==> src/rtl/dff_monitor.sv <==
// dff_monitor -- checks an observed D flip-flop with async active-low reset
// against its expected behaviour, cycle by cycle.
//
// Parameters:
//   ERR_W : width of the error counter err_cnt
//   CHK_W : width of the checked-cycle counter chk_cnt
//
// Ports:
//   clk        : single clock, all state updates on the rising edge
//   rst        : synchronous active-high monitor reset
//   enable     : checking enabled when 1
//   clr        : synchronous clear of counters, sticky flag and err pulse
//   mon_rst_n  : observed async active-low reset of the flop under check
//   mon_d      : observed flop data input
//   mon_q      : observed flop output
//   mon_q_bar  : observed flop inverted output
//   err        : one-cycle pulse following each failing check
//   err_sticky : set on any failure, held until clr or rst
//   err_cnt    : count of failing check cycles
//   chk_cnt    : count of checked cycles (wraps)
//   state      : FSM state (IDLE=00, SETTLE=01, CHECK=10, RESET_CHK=11)
//
// Build option:
//   DFF_MON_SAT_EN : when defined, err_cnt saturates at all-ones;
//                    otherwise it wraps to zero.
module dff_monitor #(
    parameter int ERR_W = 8,
    parameter int CHK_W = 16
) (
    input  logic             clk,
    input  logic             rst,
    input  logic             enable,
    input  logic             clr,
    input  logic             mon_rst_n,
    input  logic             mon_d,
    input  logic             mon_q,
    input  logic             mon_q_bar,
    output logic             err,
    output logic             err_sticky,
    output logic [ERR_W-1:0] err_cnt,
    output logic [CHK_W-1:0] chk_cnt,
    output logic [1:0]       state
);

    typedef enum logic [1:0] {
        IDLE      = 2'b00,
        SETTLE    = 2'b01,
        CHECK     = 2'b10,
        RESET_CHK = 2'b11
    } state_t;

    state_t             state_r;
    state_t             state_nxt;
    logic               d_prev;
    logic               rst_prev;
    logic               exp_q;
    logic               chk_act;
    logic               fail;
    logic               err_r;
    logic               sticky_r;
    logic [ERR_W-1:0]   err_cnt_r;
    logic [ERR_W-1:0]   err_cnt_inc;
    logic [CHK_W-1:0]   chk_cnt_r;

    // Next-state logic
    always_comb begin
        state_nxt = state_r;
        case (state_r)
            IDLE: begin
                if (enable) state_nxt = SETTLE;
            end
            SETTLE, CHECK, RESET_CHK: begin
                if (!enable)         state_nxt = IDLE;
                else if (!mon_rst_n) state_nxt = RESET_CHK;
                else                 state_nxt = CHECK;
            end
            default: state_nxt = IDLE;
        endcase
    end

    // Check evaluation. The flop is expected to read 0 while its reset is
    // asserted and on the first edge after release (rst_prev still 0);
    // otherwise it should hold the data captured on the previous edge.
    // Checking is gated by enable so that the edge leaving CHECK for IDLE
    // leaves counters untouched.
    always_comb begin
        exp_q   = (!mon_rst_n || !rst_prev) ? 1'b0 : d_prev;
        chk_act = enable && (state_r == CHECK || state_r == RESET_CHK);
        fail    = chk_act && ((mon_q != exp_q) || (mon_q_bar == mon_q));
    end

    always_comb begin
`ifdef DFF_MON_SAT_EN
        err_cnt_inc = (err_cnt_r == '1) ? err_cnt_r : err_cnt_r + ERR_W'(1);
`else
        err_cnt_inc = err_cnt_r + ERR_W'(1);
`endif
    end

    // State register and history of the observed inputs
    always_ff @(posedge clk) begin
        if (rst) begin
            state_r  <= IDLE;
            d_prev   <= 1'b0;
            rst_prev <= 1'b1;
        end else begin
            state_r  <= state_nxt;
            d_prev   <= mon_d;
            rst_prev <= mon_rst_n;
        end
    end

    // Result reporting; clr overrides a same-cycle failure
    always_ff @(posedge clk) begin
        if (rst) begin
            err_r     <= 1'b0;
            sticky_r  <= 1'b0;
            err_cnt_r <= '0;
            chk_cnt_r <= '0;
        end else if (clr) begin
            err_r     <= 1'b0;
            sticky_r  <= 1'b0;
            err_cnt_r <= '0;
            chk_cnt_r <= '0;
        end else begin
            err_r <= fail;
            if (fail) begin
                sticky_r  <= 1'b1;
                err_cnt_r <= err_cnt_inc;
            end
            if (chk_act) chk_cnt_r <= chk_cnt_r + CHK_W'(1);
        end
    end

    assign err        = err_r;
    assign err_sticky = sticky_r;
    assign err_cnt    = err_cnt_r;
    assign chk_cnt    = chk_cnt_r;
    assign state      = state_r;

endmodule

==> config.mk <==
export PLATFORM = sky130hd
export DESIGN_NAME = dff_monitor
export DESIGN_NICKNAME = d
export VERILOG_FILES = /design/src/rtl/dff_monitor.sv
export SDC_FILE = /design/constraint.sdc
export NUM_CORES = 1
export LEC_CHECK = 0
export CAP_MARGIN = 20
export CORE_MARGIN = 4
export CORE_UTILIZATION = 51
export CTS_CLUSTER_SIZE = 16
export DETAILED_ROUTE_END_ITERATION = 7
export GPL_TIMING_DRIVEN = 0
export PLACE_DENSITY_LB_ADDON = 0.2
export SYNTH_ARGS = -nofsm -noshare
export SYNTH_HDL_FRONTEND = slang
export SYNTH_SLANG_ARGS = --single-unit
export TNS_END_PERCENT = 50
==> constraint.sdc <==
create_clock -name clk -period 2.55 [get_ports clk]
set_input_delay 0.765 -clock clk [delete_from_list [all_inputs] [get_ports clk]]
set_output_delay 0.765 -clock clk [all_outputs]
set_load 0.03 [all_outputs]
-- Word-level counts from Yosys, hierarchy flattened
Cells that the tools add are included.
- output and inout bits: 28
- input port bits: 8
- flip-flop bits (word level): 30
- add/sub/neg operators: 2
- eq/ne operators: 6
- reductions and logical operators: 10
- muxes and demuxes: 5
- operators by type and width (kind ; number):
    $add A16 B1 Y16 const B ; 1
    $add A8 B1 Y8 const B ; 1
    $eq A2 B2 Y1 const B ; 2
    $mux W2 ; 2
    $pmux W2 S2 ; 1
    $logic_or A1 B1 Y1 ; 3
    $reduce_or A3 Y1 ; 1
    $eq A2 B1 Y1 const B ; 1
    $logic_and A1 B1 Y1 ; 2
    $logic_not A1 Y1 ; 2
    $logic_not A2 Y1 ; 1
    $mux W1 ; 2
    $ne A2 B2 Y1 const B ; 1
    $reduce_or A2 Y1 ; 1
    $eq A1 B1 Y1 ; 1
    $ne A1 B1 Y1 ; 1

-- Depth between registers and ports, before layout
Gate-level depths: netlist of run 1.
- word-level depth: 6
- gate-level depth with buffers: 6
- mapped depth without buffers: 4

-- Worst setup path before layout of run 1
OpenSTA, ideal clock, no wires.
- path type: input port to flip-flop
- start: in enable
- end: reg chk_cnt_r[15], in the netlist chk_cnt[15]
- data required time: 2480 ps
- library setup time: 70 ps
- stages: 5
- arrival: 1817 ps
- path slack: 662 ps
- cells stage by stage: and4_1 -> buf_6 -> nand4_4 -> or4_1 -> a21oi_1
- longest elaborated chain between the ends: 1
- RTL lines (element ; RTL line ; source):
    start: declaration ; 32 ; input logic enable,
    $logic_and A1 B1 Y1 ; 88 ; chk_act = enable && (state_r == CHECK || state_r == RESET_CHK);
    end signal: assignment ; 131 ; if (chk_act) chk_cnt_r <= chk_cnt_r + CHK_W'(1);
    end: declaration ; 63 ; logic [CHK_W-1:0] chk_cnt_r;
No other way between the ends.
A chain may end at the register's enable or synchronous reset.

-- Final worst setup path of run 1
- start: reg chk_cnt_r[0], in the netlist chk_cnt[0]
- end: out chk_cnt[0]
- RTL lines (element ; RTL line ; source):
    end: declaration ; 41 ; output logic [CHK_W-1:0] chk_cnt,
No word-level cell between the ends.

==> flow_summary.ini, run 1 <==
[routing]
first_pass_iters = 4
ant_nets = 0
routedWlPerCell_um = 13.5
routed_wirelength_mm = 3.04
route.detailed.drc = 0
vias = 1251
drt-initial-drc-count = 21
vias_per_cell = 5.56

[sta]
timing.final.crit_share_pct = 93.0
finClkSkew_ns = 0.0115
drv_slew = 0
setup_tns_ns = 0
slew-limit-headroom_pct = 70.3
fmax_mhz = 422
setup_viol = 0
fin_hold_ws_ns = 0.489
hold_viol_final = 0
tightest_slew_ns = 0.445
postLayoutSetupSlackWorst_ns = 0.178
rsz0062_at_grt = no
post-route-min-period_ns = 2.37

[cts]
clkLatencyLatePin_ns = 0.33
cts_buffers = 5
htree_levels = 2
ctsHoldBuffers = 0
clock_sinks = 30
cts_tree = yes
post_cts_buffers = 0
ctsResizeCount = 0
cts-root-buf = clkbuf_4
clock_path_buffers = 2
path_clk_slew_ns = 0.09

[yosys]
synth_fp_nets = 162
netlist_instances = 152
synthFlopType = dfxtp_1
syn_area_per_cell_um2 = 8.77
synth.distinct_cells = 37
yosys.area.top_type = dfxtp_1
async_reset_ff_share_pct = 0
synth_most_common_cell = dfxtp_1
ys_top_cells_by_count = 30 x dfxtp_1, 15 x nor2_1, 12 x a21oi_1
ys_warn_count = 0
synth_top_area_share_pct = 45.0
ys_ff_latch = 30
synth_edf_count = 0
ys_seq_area_share_pct = 45.0
syn_area_um2 = 1330
synth.area.top_cells = dfxtp_1 45%, xor2_1 5.3%, or3_1 4.7%

[worst_setup_path]
critPathTopFamily = buffers and inverters
rrSetupSlack_ns = 0.88
worstReg2RegStart = chk_cnt[0]
start_kind = register
rr_endpoint = chk_cnt[14]
critical_path.max_fanout = 7
reg2reg_depth = 4
crit_chain = clkdlybuf4s50_1
slowest_delay_ns = 0.75
path_buf_inv = 1
path_class = register to output pin
critical_path_arrival_ns = 1.61
endpoint_kind = output pin
critPathRequiredTime_ns = 1.79
crit_slowest_cell = clkdlybuf4s50_1

[layout]
diodes = 0
drive_above_1_share_pct = 6.67
final_area_um2 = 1800
fin_nets = 204
nFillCells = 212
seqCellArea_um2 = 601
area_growth_pct = 35.0
multi_input_area_um2 = 691
stdcell_count = 225

[die]
dieArea_um2 = 3500
io_pins = 36
num_rows = 18
die_w_um = 59.1
initial_core_util_pct = 53.8
die_y_um = 59.1
core_um2 = 2480

[placed_design]
hpwl_mm = 2.24
place_area_um2 = 1720
place_ws_ns = -0.0105
numPortBuffers = 35
dp_cells = 217
gp_congestion = 0.812

[outcome]
status = finished, final reports clean

[flow_run]
cap_violations = 0

[power_and_ir_drop]
leakage_nw = 0.602
power_density_nw_per_um2 = 485
peakVddDrop_mv = 0.495

[global_routing]
grt_max_degree = 11
grt_pass1_vias = 1183
overflow = 0
grt_use_total_pct = 19.3
antenna_found_initial = 0
grt_pass1_wl_mm = 5.11

[min_path]
min-delay-path-class = register to register
min_from = chk_cnt[10]
min_to = chk_cnt[10]
holdPathStages = 2
[logic make-up (layout without fill, tap and decap cells)]
family / after synthesis / after routing / share of synthesized area (%)
fa+ha+maj: 2 / 2 / 1.88
simple gates: 69 / 69 / 29.9
buf+inv: 9 / 52 / 3.19
compound gates: 33 / 33 / 14.1
flops: 30 / 30 / 45.0
xor+xnor: 9 / 9 / 5.91
[cell type report]
type                    count  area share (%)
plain buffers               6            1.74
clock buffers               8            4.38
inverters                   3           0.625
multi-input cells         113            38.4
flip-flops and latches     30            33.4
well taps                  30            2.08
repair buffers             35            19.5
[placed cells by master, fill, tap and decap left out, types with 5 or more instances in the layout]
cell and instances:
a21oi_1 12, clkbuf_4 5, clkdlybuf4s50_1 35, dfxtp_1 30
nand2_1 11, nand3_1 5, nand4_1 6, nor2_1 15
o21ai_0 11, or3_1 10, xor2_1 8
[registers in the layout (all words and copies together), names as in the netlist]
| signal | cells |
|---|---|
| d_prev | 1 |
| err_cnt | 8 |
| chk_cnt | 16 |
| err_sticky | 1 |
| state | 2 |
| rst_prev | 1 |
| err | 1 |
[per-stage QoR]
step	power, mW	util (%)
4_1_cts	0.879	72.7
3_3_place_gp	0.530	69.5
2_1_floorplan	0.507	-
5_1_grt	0.908	72.7
6_report	0.873	72.7
3_5_place_dp	0.531	69.5
[worst max path at each step]
stage / start / endpoint / slack (ns) / cells after the start
finish: chk_cnt[0] / chk_cnt[0] / 0.18 / 1
global placement: enable / chk_cnt[15] / 0.02 / 6
detailed placement: enable / chk_cnt[15] / -0.01 / 6
floorplan: enable / chk_cnt[15] / 0.66 / 5
CTS: chk_cnt[0] / chk_cnt[0] / 0.18 / 1
global route: chk_cnt[0] / chk_cnt[0] / 0.12 / 1
[where the power goes]
group	internal [mW]	switching [mW]	leakage, nW
clock network	0.188	0.165	0.0446
registers	0.472	0.00323	0.242
logic	0.0208	0.0240	0.315
total	0.681	0.192	0.602
[layer usage]
| layer | track usage [%] | wire length (µm) | up-vias |
|---|---|---|---|
| li1 | - | - | 636 |
| met1 | 22.2 | 1350 | 582 |
| met2 | 33.1 | 1520 | 27 |
| met3 | 5.88 | 126 | 6 |
| met4 | 7.44 | 44 | 0 |
| met5 | 0 | 0 | - |
No activity file was read; power rests on OpenSTA's default activity.
==> inputs of run 2 (changes only) <==
CORE_MARGIN = 5   (was 4)
==> run 2 against run 1 <==
Against the previous run: routed wire length fell by 0.53%; setup slack improved by 0.026 ns; design area is 1.0% lower; largest cell class unchanged; critical path type unchanged; critical endpoint unchanged; flip-flop and latch count stayed put; first-iteration DRC count rose by 71%; die area is 6.9% higher; maximum frequency grew 1.1%; global-route usage fell by 0.27 points; power is 6.9% lower.
==> flow_summary.ini, run 2 (synthesized netlist as in run 1, its figures left out) <==
[placed_design]
place_area_um2 = 1720
gp_congestion = 0.796
numPortBuffers = 35
hpwl_mm = 2.29

[worst_setup_path]
path_class = register to output pin
slowest_delay_ns = 0.75
start_kind = register
crit_slowest_cell = clkdlybuf4s50_1
path_buf_inv = 1
endpoint_kind = output pin
crit_chain = clkdlybuf4s50_1
critical_path_arrival_ns = 1.58
critPathRequiredTime_ns = 1.79
critPathTopFamily = buffers and inverters
critical_path.max_fanout = 7

[layout]
largest_reg_flops = 16
final_cell_mix = 35 x clkdlybuf4s50_1, 30 x dfxtp_1, 15 x nor2_1
final_util_pct = 71.3
drive_above_1_share_pct = 6.15
diodes = 0
fin_nets = 204
final_area_um2 = 1780
area_growth_pct = 33.6
final_common_cell = clkdlybuf4s50_1
nFillCells = 223

[die]
core_um2 = 2500
initial_core_util_pct = 53.4
die_w_um = 61.1
dieArea_um2 = 3740
die_y_um = 61.1
num_rows = 18
io_pins = 36

[routing]
routedWlPerCell_um = 13.4
first_pass_iters = 4
drt-initial-drc-count = 36
routed_wirelength_mm = 3.02
route.detailed.drc = 0
vias_per_cell = 5.71
ant_nets = 0
vias = 1285

[sta]
hold_viol_final = 0
tightest_slew_ns = 0.448
setup_viol = 0
timing.final.crit_share_pct = 92.0
slew-limit-headroom_pct = 70.1
finClkSkew_ns = 0.00981
fmax_mhz = 426
drv_slew = 0
post-route-min-period_ns = 2.35
setup_tns_ns = 0
rsz0062_at_grt = no

[global_routing]
antenna_found_initial = 0
overflow = 0
grt_pass1_wl_mm = 5.27
grt_max_degree = 11
grt_pass1_vias = 1243
grt_use_total_pct = 19.0

[power_and_ir_drop]
power_density_nw_per_um2 = 456
peakVddDrop_mv = 0.339
leakage_nw = 0.593
finalPower_mw = 0.813

[cts]
post_cts_buffers = 0
clock_sinks = 30
ctsHoldBuffers = 0
path_clk_slew_ns = 0.10
ctsResizeCount = 0
clock_path_buffers = 2
cts_tree = yes
cts-root-buf = clkbuf_4
clkLatencyLatePin_ns = 0.32
cts_buffers = 5
htree_levels = 2

[outcome]
status = finished, final reports clean

[min_path]
min-delay-path-class = register to register

[flow_run]
cap_violations = 0
[run 2: path summary, 6_finish.rpt]
kind / slack [ns] / depth (start not counted) / endpoint / from
setup / recovery: 0.20 / 1 / chk_cnt[0] / chk_cnt[0]
hold / removal: 0.49 / 2 / chk_cnt[10] / chk_cnt[10]
setup reg to reg: 0.89 / 5 / chk_cnt[15] / state[1]
hold reg to reg: 0.49 / 2 / chk_cnt[10] / chk_cnt[10]
[run 2: power by group]
| part | internal (mW) | switching (mW) | leakage [nW] | total, mW |
|---|---|---|---|---|
| logic | 0.0209 | 0.0246 | 0.315 | 0.0455 |
| clock network | 0.133 | 0.159 | 0.0353 | 0.293 |
| registers | 0.472 | 0.00307 | 0.242 | 0.475 |
| total | 0.626 | 0.187 | 0.593 | 0.813 |
[run 2: worst register-to-register path, delay by kind of cell, from the launching register on]
family | cells | cell delay, ns
flip-flops | 1 | 0.44
buffers and inverters | 1 | 0.13
AO/OA/AOI/OAI | 1 | 0.15
AND/OR/NAND/NOR | 3 | 0.88
[run 2: layer usage]
metal | routed length, µm | vias to the layer above | part of all wire (%) | GRT usage [%]
met3 | 229 | 4 | 7.6 | 7.76
met1 | 1300 | 592 | 43 | 22.7
met4 | 23 | 0 | 0.76 | 7.74
met2 | 1470 | 51 | 49 | 30.2
li1 | - | 638 | - | -
met5 | 0 | - | 0 | 0
[run 2: cell type report]
cell class,count,area [µm²],area share [%]
sequential,30,601,33.7
timing repair buffer,35,350,19.7
inverter,3,11.3,0.632
buffer,6,31.3,1.76
tap,30,37.5,2.11
clock inverter,1,5.00,0.281
clock buffer,7,55.1,3.09
multi-input combinational,113,691,38.8
[run 2: per-stage QoR]
stage	hold WS, ns	std cells	worst slack (ns)
2_1_floorplan	0.586	152	0.662
3_3_place_gp	0.463	217	0.0255
3_5_place_dp	0.475	217	-0.00940
4_1_cts	0.488	225	0.190
5_1_grt	0.518	225	0.116
6_report	0.487	225	0.204
==> inputs of run 3 (changes only) <==
CORE_UTILIZATION = 55   (was 51)
DONT_BUFFER_PORTS = 1   (was not set)
==> run 3 against run 2 <==
Against the previous run: combinational power fell by 51%; register-to-register slack got worse by 0.22 ns; clock power fell by 3%; clock skew rose by 0.0046 ns; routed wire length fell by 11%; via count fell by 13%; critical endpoint is now chk_cnt[15].
==> flow_summary.ini, run 3 (synthesized netlist as in run 1, its figures left out) <==
[worst_setup_path]
critical_path_arrival_ns = 2.14
start_kind = register
endpoint_kind = register
critical_path.max_fanout = 7
reg2reg_depth = 5
path_class = register to register
critPathRequiredTime_ns = 2.81

[layout]
drive_above_1_share_pct = 7.50
fin_nets = 169
final_util_pct = 63.4
final_cell_mix = 30 x dfxtp_1, 15 x nor2_1, 12 x a21oi_1
stdcell_count = 188
nFillCells = 218
diodes = 0
largest_reg_flops = 16
area_growth_pct = 7.13
final_common_cell = dfxtp_1

[sta]
timing.final.crit_share_pct = 73.7
slew-limit-headroom_pct = 61.6
setup_viol = 0
hold_viol_final = 0
finClkSkew_ns = 0.0144
setup_tns_ns = 0
drv_slew = 0
fmax_mhz = 532
post-route-min-period_ns = 1.88
tightest_slew_ns = 0.576
rsz0062_at_grt = no

[global_routing]
antenna_found_initial = 0
busiest_layer = met2
grtUsageMet1_pct = 19.0
grt_pass1_vias = 1051
grt_use_total_pct = 16.8
overflow = 0
grt_pass1_wl_mm = 4.55
gr-usage-met2_pct = 27.5
grt.met3_usage_pct = 7.41
grt_max_degree = 11

[die]
die_y_um = 59.2
initial_core_util_pct = 59.2
dieArea_um2 = 3510
io_pins = 36
core_um2 = 2250
num_rows = 17
die_w_um = 59.2

[power_and_ir_drop]
finalPower_mw = 0.786
peakVddDrop_mv = 0.370
leakage_nw = 0.470
power_density_nw_per_um2 = 550

[cts]
cts-root-buf = clkbuf_4
clock_sinks = 30
clkLatencyLatePin_ns = 0.32
path_clk_slew_ns = 0.10
cts_buffers = 5
ctsHoldBuffers = 0
htree_levels = 2
clock_path_buffers = 2
cts_tree = yes
ctsResizeCount = 0
post_cts_buffers = 0

[min_path]
holdPathStages = 1
min-delay-path-class = primary input to register

[outcome]
status = finished, final reports clean

[placed_design]
gp_congestion = 0.740
dp_cells = 180
hpwl_mm = 2.04
numPortBuffers = 0

[routing]
route.detailed.drc = 0
routed_wirelength_mm = 2.70
ant_nets = 0
vias = 1114
routedWlPerCell_um = 14.3
vias_per_cell = 5.93
drt-initial-drc-count = 29
first_pass_iters = 4

[flow_run]
cap_violations = 0
==> run 3: power by group <==
group          switching, mW  internal, mW
Clock                  0.151         0.133
Combinational         0.0141       0.00819
Sequential           0.00771         0.472
==> run 3: final timing paths <==
| kind | from | to | slack, ns |
|---|---|---|---|
| setup / recovery | state[1] | chk_cnt[15] | 0.67 |
| setup reg to reg | state[1] | chk_cnt[15] | 0.67 |
| hold reg to reg | chk_cnt[10] | chk_cnt[10] | 0.63 |
| hold / removal | rst | d_prev | 0.51 |
==> run 3: routing by layer <==
| metal | vias to the layer above | part of all wire [%] |
|---|---|---|
| met4 | 0 | 1.3 |
| met5 | - | 0 |
| li1 | 568 | - |
| met1 | 516 | 43 |
| met2 | 26 | 47 |
| met3 | 4 | 8.2 |
==> run 3: cell type report <==
class                      count  area, µm²  share of cell area (%)
multi-input combinational    113        691                    48.3
inverter                       3       11.3                   0.788
clock buffer                   7       55.1                    3.85
clock inverter                 1       5.00                   0.350
tap                           28       35.0                    2.45
buffer                         6       31.3                    2.19
sequential                    30        601                    42.0
==> run 3: per-stage QoR <==
stage / area, µm² / setup slack (ns) / hold WS, ns
finish: 1430 / 0.670 / 0.514
global route: 1430 / 0.499 / 0.483
CTS: 1430 / 0.653 / 0.499
detailed placement: 1370 / 0.582 / 0.623
global placement: 1370 / 0.599 / 0.605
floorplan: 1330 / 0.662 / 0.586
==> run 3: worst max-delay path, cell delays in order (launching register included) <==
cell and delay, ns:
dfxtp_1 0.61, and4_1 0.28, buf_6 0.13, nand4_4 0.14, or4_1 0.52, a21oi_1 0.14
